--- config.mk ---
export PLATFORM = sky130hd
export DESIGN_NAME = hazard_scoreboard
export DESIGN_NICKNAME = d
export VERILOG_FILES = /design/src/rtl/hazard_scoreboard.sv
export SDC_FILE = /design/constraint.sdc
export NUM_CORES = 1
export LEC_CHECK = 0
export ABC_CLOCK_PERIOD_IN_PS = 4300
export BUFFER_PORTS_ARGS = -buffer_cell sky130_fd_sc_hd__buf_2
export CAP_MARGIN = 20
export CORE_MARGIN = 4
export CORE_UTILIZATION = 35
export DETAILED_ROUTE_END_ITERATION = 8
export PLACE_DENSITY = 0.49
export REMOVE_ABC_BUFFERS = 1
export SLEW_MARGIN = 0
export SYNTH_ARGS = -nofsm -noshare
export SYNTH_HDL_FRONTEND = slang
export SYNTH_SLANG_ARGS = --single-unit
export TNS_END_PERCENT = 1
--- constraint.sdc ---
create_clock -name clk_i -period 4.3 [get_ports clk_i]
set_input_delay 0.215 -clock clk_i [delete_from_list [all_inputs] [get_ports clk_i]]
set_output_delay 0.215 -clock clk_i [all_outputs]
set_load 0.02 [all_outputs]
--- src/rtl/hazard_scoreboard.sv ---
// -----------------------------------------------------------------------------
// hazard_scoreboard
//
// Per-register write scoreboard for the decode stage. Each architectural
// register r (1..NUM_REGS-1) has a small down-counter holding the number of
// cycles until its in-flight write reaches the register file. Decode stalls on
// read-after-write and write-after-write hazards against those counters, and
// the number of stalled cycles is counted (saturating).
//
// Optional feature macro: HAZARD_SCOREBOARD_FWD_EN
//   defined   : operands whose writer retires next cycle (cnt == 1) are taken
//               from the writeback bypass instead of stalling; fwd_rs1_o and
//               fwd_rs2_o are present.
//   undefined : operands are read from the register file only; any pending
//               write to a source stalls; no fwd_* ports.
//
// Ports
//   clk_i           clock
//   rst_ni          asynchronous active-low reset
//   id_valid_i      ID holds a real instruction (0 = bubble)
//   id_rs1_i        source register 1
//   id_rs2_i        source register 2
//   id_rs1_used_i   rs1 is a true operand
//   id_rs2_used_i   rs2 is a true operand
//   id_rd_i         destination register
//   id_reg_write_i  instruction writes rd
//   id_lat_i        cycles from issue until the result reaches the regfile
//   flush_i         squash ID this cycle
//   hazard_o        stall ID / insert NOP
//   issue_o         instruction leaves ID this cycle
//   busy_o          any write still pending
//   stall_cnt_o     saturating count of cycles with hazard_o = 1
//   fwd_rs1_o       (FWD_EN only) rs1 taken from the bypass
//   fwd_rs2_o       (FWD_EN only) rs2 taken from the bypass
// -----------------------------------------------------------------------------
module hazard_scoreboard #(
  parameter int NUM_REGS = 32,
  parameter int REG_AW   = 5,
  parameter int MAX_LAT  = 4,
  parameter int CW       = 3
) (
  input  logic              clk_i,
  input  logic              rst_ni,
  input  logic              id_valid_i,
  input  logic [REG_AW-1:0] id_rs1_i,
  input  logic [REG_AW-1:0] id_rs2_i,
  input  logic              id_rs1_used_i,
  input  logic              id_rs2_used_i,
  input  logic [REG_AW-1:0] id_rd_i,
  input  logic              id_reg_write_i,
  input  logic [CW-1:0]     id_lat_i,
  input  logic              flush_i,
  output logic              hazard_o,
  output logic              issue_o,
  output logic              busy_o,
  output logic [15:0]       stall_cnt_o
`ifdef HAZARD_SCOREBOARD_FWD_EN
  ,
  output logic              fwd_rs1_o,
  output logic              fwd_rs2_o
`endif
);

  localparam logic [CW-1:0] LAT_ONE = CW'(1);
  localparam logic [CW-1:0] LAT_MAX = CW'(MAX_LAT);

  // With the bypass, a writer retiring next cycle no longer blocks a reader.
`ifdef HAZARD_SCOREBOARD_FWD_EN
  localparam logic [CW-1:0] RAW_T = CW'(1);
`else
  localparam logic [CW-1:0] RAW_T = CW'(0);
`endif

  // x0 has no entry at all, so it can never be marked pending.
  logic [CW-1:0] cnt_q [1:NUM_REGS-1];

  logic [CW-1:0] rs1_cnt;
  logic [CW-1:0] rs2_cnt;
  logic [CW-1:0] rd_cnt;
  logic          rd_tracked;
  logic [CW-1:0] lat_eff;
  logic          raw_rs1;
  logic          raw_rs2;
  logic          waw;
  logic          rd_alloc;

  // Counter lookup for the three register fields. Indices 0 and >= NUM_REGS
  // match no entry and read as 0, which makes them hazard-free for free.
  always_comb begin
    rs1_cnt    = '0;
    rs2_cnt    = '0;
    rd_cnt     = '0;
    rd_tracked = 1'b0;
    for (int r = 1; r < NUM_REGS; r++) begin
      if (id_rs1_i == REG_AW'(r)) rs1_cnt = cnt_q[r];
      if (id_rs2_i == REG_AW'(r)) rs2_cnt = cnt_q[r];
      if (id_rd_i == REG_AW'(r)) begin
        rd_cnt     = cnt_q[r];
        rd_tracked = 1'b1;
      end
    end
  end

  // Effective latency: 0 behaves like 1, anything above MAX_LAT is clamped.
  always_comb begin
    if (id_lat_i == '0)          lat_eff = LAT_ONE;
    else if (id_lat_i > LAT_MAX) lat_eff = LAT_MAX;
    else                         lat_eff = id_lat_i;
  end

  // Hazard detection uses pre-update counters, so an instruction reading its
  // own rd (addi x5,x5,1) never stalls on itself. WAW stalls only while the
  // older write would land after this younger one.
  always_comb begin
    raw_rs1  = id_rs1_used_i & (rs1_cnt > RAW_T);
    raw_rs2  = id_rs2_used_i & (rs2_cnt > RAW_T);
    waw      = id_reg_write_i & (rd_cnt > lat_eff);
    hazard_o = id_valid_i & ~flush_i & (raw_rs1 | raw_rs2 | waw);
    issue_o  = id_valid_i & ~hazard_o & ~flush_i;
    rd_alloc = issue_o & id_reg_write_i & rd_tracked;
  end

  // Any pending write keeps the scoreboard busy.
  always_comb begin
    busy_o = 1'b0;
    for (int r = 1; r < NUM_REGS; r++) begin
      busy_o = busy_o | (cnt_q[r] != '0);
    end
  end

`ifdef HAZARD_SCOREBOARD_FWD_EN
  // A count of exactly 1 means the value is on the writeback bus this cycle.
  always_comb begin
    fwd_rs1_o = issue_o & id_rs1_used_i & (rs1_cnt == LAT_ONE);
    fwd_rs2_o = issue_o & id_rs2_used_i & (rs2_cnt == LAT_ONE);
  end
`endif

  // Counters tick down every cycle, flush or not, since the writes belong to
  // older instructions. A newly issued writer reloads its own entry.
  always_ff @(posedge clk_i or negedge rst_ni) begin
    if (!rst_ni) begin
      for (int r = 1; r < NUM_REGS; r++) begin
        cnt_q[r] <= '0;
      end
    end else begin
      for (int r = 1; r < NUM_REGS; r++) begin
        if (rd_alloc && (id_rd_i == REG_AW'(r))) begin
          cnt_q[r] <= lat_eff;
        end else if (cnt_q[r] != '0) begin
          cnt_q[r] <= cnt_q[r] - LAT_ONE;
        end
      end
    end
  end

  // Stall cycle counter, sticks at all-ones.
  always_ff @(posedge clk_i or negedge rst_ni) begin
    if (!rst_ni) begin
      stall_cnt_o <= 16'd0;
    end else if (hazard_o && (stall_cnt_o != 16'hFFFF)) begin
      stall_cnt_o <= stall_cnt_o + 16'd1;
    end
  end

endmodule
Word-level counts from Yosys, hierarchy flattened. Index checks and enable logic that the tools add are counted.

Div/mod/pow operators: 0. Bitwise operators: 43. Mux-type cells: 188. Magnitude comparators: 4. Multiply operators: 0. $add $sub $neg: 32. Shift-type cells: 0. Equality and inequality tests: 94. Reduce and logical (&&, ||, !) cells: 95.

Operators with widths (count): 2-to-1 mux 3 bit (157); equality test 5 bit, second input constant (48); equality test 5 x 4 -> 1 bit, second input constant (24); nonzero test 3 bit (31); subtractor 3 x 1 -> 3 bit, second input constant (31); nonzero test 2 bit (31); equality test 5 x 3 -> 1 bit, second input constant (12); logical AND 1 bit (32); OR 1 bit (32); 2-to-1 mux 1 bit (31); equality test 5 x 2 -> 1 bit, second input constant (6); adder 16 x 1 -> 16 bit, second input constant (1); != test 16 bit, second input constant (1); equality test 5 x 1 -> 1 bit, second input constant (3); bitwise AND 1 bit (9); > comparator 3 x 1 -> 1 bit, second input constant (2); > comparator 3 bit (1); > comparator 3 bit, second input constant (1); zero test 3 bit (1); NOT 1 bit (2).

Input bits: 25. Flip-flop bits (word level): 109. Logic and storage cells: 488. Output and inout bits: 19. Bits in latches: 0. Memory bits (read-only): 0. RAM bits: 0. Memories kept: 0.

Depth between registers and ports, before layout.
Word-level depth: 44. Gate-level depth with buffers: 23. Mapped depth without buffers: 19.

Worst setup path before layout. OpenSTA, ideal clock, no wires.

Path type: input -> output. Start point: input id_rd_i[0]. End point: output issue_o. Stages: 19. Slack: -0.049 ns. Data required time: 4.085 ns. Buffers on the path: 6. Data arrival time: 4.134 ns. Path through: clkbuf_1 -> clkbuf_1 -> clkbuf_1 -> clkbuf_1 -> o21ai_0 -> a22oi_1 -> o21ai_0 -> o31a_1 -> ha_1 -> inv_1 -> o21ai_0 -> o2111ai_1 -> o311ai_0 -> nor3_1 -> o221ai_2 -> a2111oi_4 -> buf_6 -> buf_2 -> and2_1.

Longest elaborated chain between the ends: 39. Elaborated cells between the ends (all ways): 69. Classes of those cells: 1 x order compare; 31 x eq/ne; 31 x mux; 6 x bitwise.

Ends and longest elaborated chain: start, declared (line 49) `input logic [REG_AW-1:0] id_rd_i,`; equality test 5 x 1 -> 1 bit (line 97) `if (id_rd_i == REG_AW'(r)) begin`; 2-to-1 mux 3 bit (30 in a row) (line 97); 2-to-1 mux 3 bit (*) (line 97); > comparator 3 bit (*) (line 117) `waw = id_reg_write_i & (rd_cnt > lat_eff);`; bitwise AND 1 bit (*) (line 117); OR 1 bit (*) (line 118) `hazard_o = id_valid_i & ~flush_i & (raw_rs1 | raw_rs2 | waw);`; bitwise AND 1 bit (*) (line 118); NOT 1 bit (*) (line 119) `issue_o = id_valid_i & ~hazard_o & ~flush_i;`; bitwise AND 1 bit (*) (2 in a row) (line 119); end, declared (line 54) `output logic issue_o,`.

Every way passes the cells marked *; elsewhere a longest branch is shown, timed or not.

Worst setup path in the final report.
Start point: register cnt_q[85] (netlist name). End point: output issue_o.

Longest elaborated chain between the ends: 37. Elaborated cells between the ends (all ways): 99. Classes of those cells: 3 x order compare; 87 x mux; 9 x bitwise.

Ends and longest elaborated chain: start, declared (line 75) `logic [CW-1:0] cnt_q [1:NUM_REGS-1];`; start signal, assigned by index (line 149) `cnt_q[r] <= lat_eff;`; start signal, assigned by index (line 151) `cnt_q[r] <= cnt_q[r] - LAT_ONE;`; 2-to-1 mux 3 bit (on tied branches) (29 in a row) (line 95, 96); > comparator 3 x 1 -> 1 bit (on tied branches) (line 115, 116); bitwise AND 1 bit (on tied branches) (line 115, 116); OR 1 bit (line 118); OR 1 bit (*) (line 118); bitwise AND 1 bit (*) (line 118); NOT 1 bit (*) (line 119); bitwise AND 1 bit (*) (2 in a row) (line 119).

Marks and branches as above.

==> flow_summary_export.csv <==
group,metric,value,unit
global_routing,grt_antenna_before_repair,0,
setup_path,crit_path_max_fanout,4,
timing,setup_tns,-7.42,ns
synthesis,synth_top_area_frac,0.254,
place,hpwl,30.8,mm
routing,first_pass_iters,8,
floorplanning,ios,44,
routing,met2_length,18.1,mm
synthesis,yosysMostFrequentCell,"mux2i_1",
timing,relSlewSlack,0.319,
finish,n_antenna_cell,0,
floorplanning,dieArea,0.0336,sq mm
min_path,holdCritPathClass,"input port to async pin",
global_routing,grt_pass1_vias,9848,
finish,drive_above_1_share,0.204,
clocking,path_clk_slew,0.09,ns
synthesis,syn_area,0.0107,sq mm
timing,fin_crit,4.44,ns
place,gp_congestion,0.963,
routing,drc,0,
setup_path,critPathKind,"flop to output port",
floorplanning,num_rows,63,
clocking,numCtsBuffers,9,
global_routing,gr-total-overflow,0,
timing,setup_viol,89,
finish,fillers,3044,
timing,rsz0062_at_grt,"yes",
place,place_area,0.0120,sq mm
clocking,cts_tree,"yes",
run_status,outcome,"finished, violations left",
pwr,p_sw,0.00345,W
setup_path,cp-start-kind,"flop",
routing,detail_route.wl_per_cell,23.5,um
timing,finalMaxSlewViolations,0,
global_routing,track_usage,0.239,
synthesis,synth_commonest_cells,"mux2i_1 (149), dfrtp_1 (109), nand2_1 (104), o21ai_0 (97), inv_1 (82)",
timing,hold_viol,0,
routing,drtIter0Drc,960,
routing,wl_met1,18.3,mm
clocking,root_buffer,"clkbuf_16",
setup_path,crit_top_cell,"o221ai_2",
synthesis,syn_area_per_cell,8.77,sq um
routing,ant_nets,0,
setup_path,critPathMaxStageDelay,0.41,ns
synthesis,ys_types,86,
clocking,clock-sinks,109,
floorplanning,die_w,183,um
synthesis,ys_warn_count,0,
clocking,clk_latency,0.38,ns
routing,top_layer_used,"met4",
run_status,violations,"negative setup slack",
synthesis,ys_async_sr_fraction,1.00,
routing,wirelength,40.3,mm
synthesis,yosysSeqAreaShare,0.254,
pwr,pwr-share-comb,0.583,
pwr,peakVddDrop,243,uV
timing,timing.final.crit_share,1.03,
floorplanning,fp.dieH,183,um
global_routing,grt_pass1_wl,61.6,mm
timing,max_freq,0.225,GHz
pwr,cellInternalPower,0.00388,W
synthesis,synthCells,1226,
setup_path,crit_path_top_delay_cell,"a2111oi_4",
floorplanning,core,0.0300,sq mm
global_routing,grt_max_degree,51,
finish,fin_area,0.0126,sq mm
pwr,power_density,583,mW/mm^2
synthesis,synth_edf_count,0,
setup_path,endpoint_kind,"output port",
routing,met3_length,2.45,mm
clocking,ctsHtreeMaxLevel,3,
clocking,cts_buffer_depth,2,
pwr,leakage,5.96,nW
floorplanning,start_util,0.359,
synthesis,yosys_register_bits,109,
setup_path,required,4.09,ns
routing,vias_per_cell,5.83,
synthesis,yosys-top-cells-area,"dfrtp_1 (25%), mux2i_1 (14%), ha_1 (7.7%)",
timing,setup_ws,-0.140,ns
flow_run,maxCapViolCount,0,
pwr,swShare,0.471,
routing,dr_total_vias,9996,
setup_path,worstPathCellList,"mux2i_1 > o22ai_2 > a32oi_1 > o211ai_1 > a21oi_2 > o221ai_2 > a31oi_4 > a221oi_2 > o31a_1 > ha_4 > nor2_1 > o21ai_2 > o2111ai_4 > o311ai_4 > nor3_2 > o221ai_2 > a2111oi_4 > clkbuf_16 > buf_12 > and2_4 > buf_6",
finish,final_cells,1714,
timing,clock_skew,0.0172,ns
setup_path,critical_path_arrival,4.22,ns
finish,final_util,0.420,
pwr,seqPwrFrac,0.297,
place,numPlacedInstances,1693,
pwr,clkPwrFrac,0.120,
synthesis,synth_ff_type,"dfrtp_1",
synthesis,synth.largest_area_cell,"dfrtp_1",
timing,worstMarginPinSlew,1.01,ns
place,port_buffers,43,
finish,nets,1410,
finish,area_delta_synth_final,17.1,%
-- cell type report --
cell class,count,area [sq um],area share
Clock buffer,9,225,0.0179
Tap cell,390,488,0.0388
Timing Repair Buffer,165,1270,0.101
Inverter,83,312,0.0248
Sequential cell,109,2730,0.217
Clock inverter,7,77.6,0.00617
Multi-Input combinational cell,951,7480,0.595
-- cells by family after synthesis --
group | after synthesis | share of synthesized area
compound gates | 293 | 0.179
xor+xnor | 45 | 0.0367
fa+ha+maj | 66 | 0.0768
buf+inv | 166 | 0.0707
flops | 109 | 0.254
mux | 168 | 0.164
simple gates | 379 | 0.219
-- cells in the final DEF (no fill, tap or decap), types with 7 or more instances in the layout --
cell type	netlist	final
a211oi_1	7	7
xnor2_1	33	33
nor2b_1	16	15
a31oi_1	9	7
o22ai_1	20	18
or3_1	7	7
o221ai_1	11	10
buf_4	5	113
clkbuf_16	0	10
buf_2	29	40
ha_1	66	64
nand2b_1	44	44
buf_12	2	8
a21oi_1	51	49
nand3_1	17	16
mux2_2	11	11
dfrtp_1	109	109
nand4_4	25	25
nor4_1	20	17
mux2i_1	149	149
nand2_1	104	104
inv_1	82	81
o21ai_0	97	95
xor2_1	12	12
o211ai_1	13	13
a22oi_1	10	10
nor2_1	80	78
nor3_1	19	18
-- power groups by stage --
stage          clock network [W]  logic (W)  registers, W
2_1_floorplan                  0    0.00259       0.00204
3_3_place_gp                   0    0.00404       0.00219
3_5_place_dp                   0    0.00411       0.00218
4_1_cts                 0.000908    0.00423       0.00217
5_1_grt                 0.000943    0.00478       0.00224
6_report                0.000883    0.00427       0.00218
-- registers in the layout, indices dropped and copies added (netlist names) --
name         flops
stall_cnt_o     16
cnt_q           93
-- final timing paths --
kind | startpoint | end | slack (ns) | cells after the start
max reg2reg | cnt_q[85] | cnt_q[76] | -0.12 | 23
min | rst_ni | cnt_q[58] | 0.23 | 2
min in group clk_i | id_valid_i | stall_cnt_o[12] | 0.33 | 4
max | cnt_q[85] | issue_o | -0.14 | 21
max in group asynchronous | rst_ni | stall_cnt_o[3] | 3.16 | 3
min reg2reg | stall_cnt_o[15] | stall_cnt_o[15] | 0.50 | 1
-- metal layers --
| metal | vias up | track usage |
|---|---|---|
| met1 | 4941 | 0.333 |
| met5 | - | 0 |
| li1 | 4632 | - |
| met2 | 358 | 0.377 |
| met3 | 65 | 0.0383 |
| met4 | 0 | 0.0873 |
-- repair_timing --
action                                  in CTS  in global routing
hold buffers                                 1                  0
endpoints found under the hold margin       12                  0
gates cloned                                 0                  0
buffers inserted                             4                  0
endpoints found under the setup margin     111                111
pin swaps                                   15                 21
gates resized for setup                     25                 22
-- metrics by stage --
step	worst slack [ns]	hold WS [ns]	power [W]
global placement	-0.464	0.0850	0.00624
CTS	-0.248	0.236	0.00731
finish	-0.140	0.232	0.00733
detailed placement	-0.482	0.0899	0.00629
global route	-0.299	0.248	0.00797
floorplan	-2.69	-0.0806	0.00463
-- critical path: cells and delay by family (launching register included) --
family | cells | cell delay [ns]
AO/OA/AOI/OAI | 13 | 2.30
flip-flops | 1 | 0.39
adder cells (fa/ha/maj) | 1 | 0.16
AND/OR/NAND/NOR | 3 | 0.40
buffers and inverters | 3 | 0.43
multiplexers | 1 | 0.17
(Power assumes the default switching activity.)
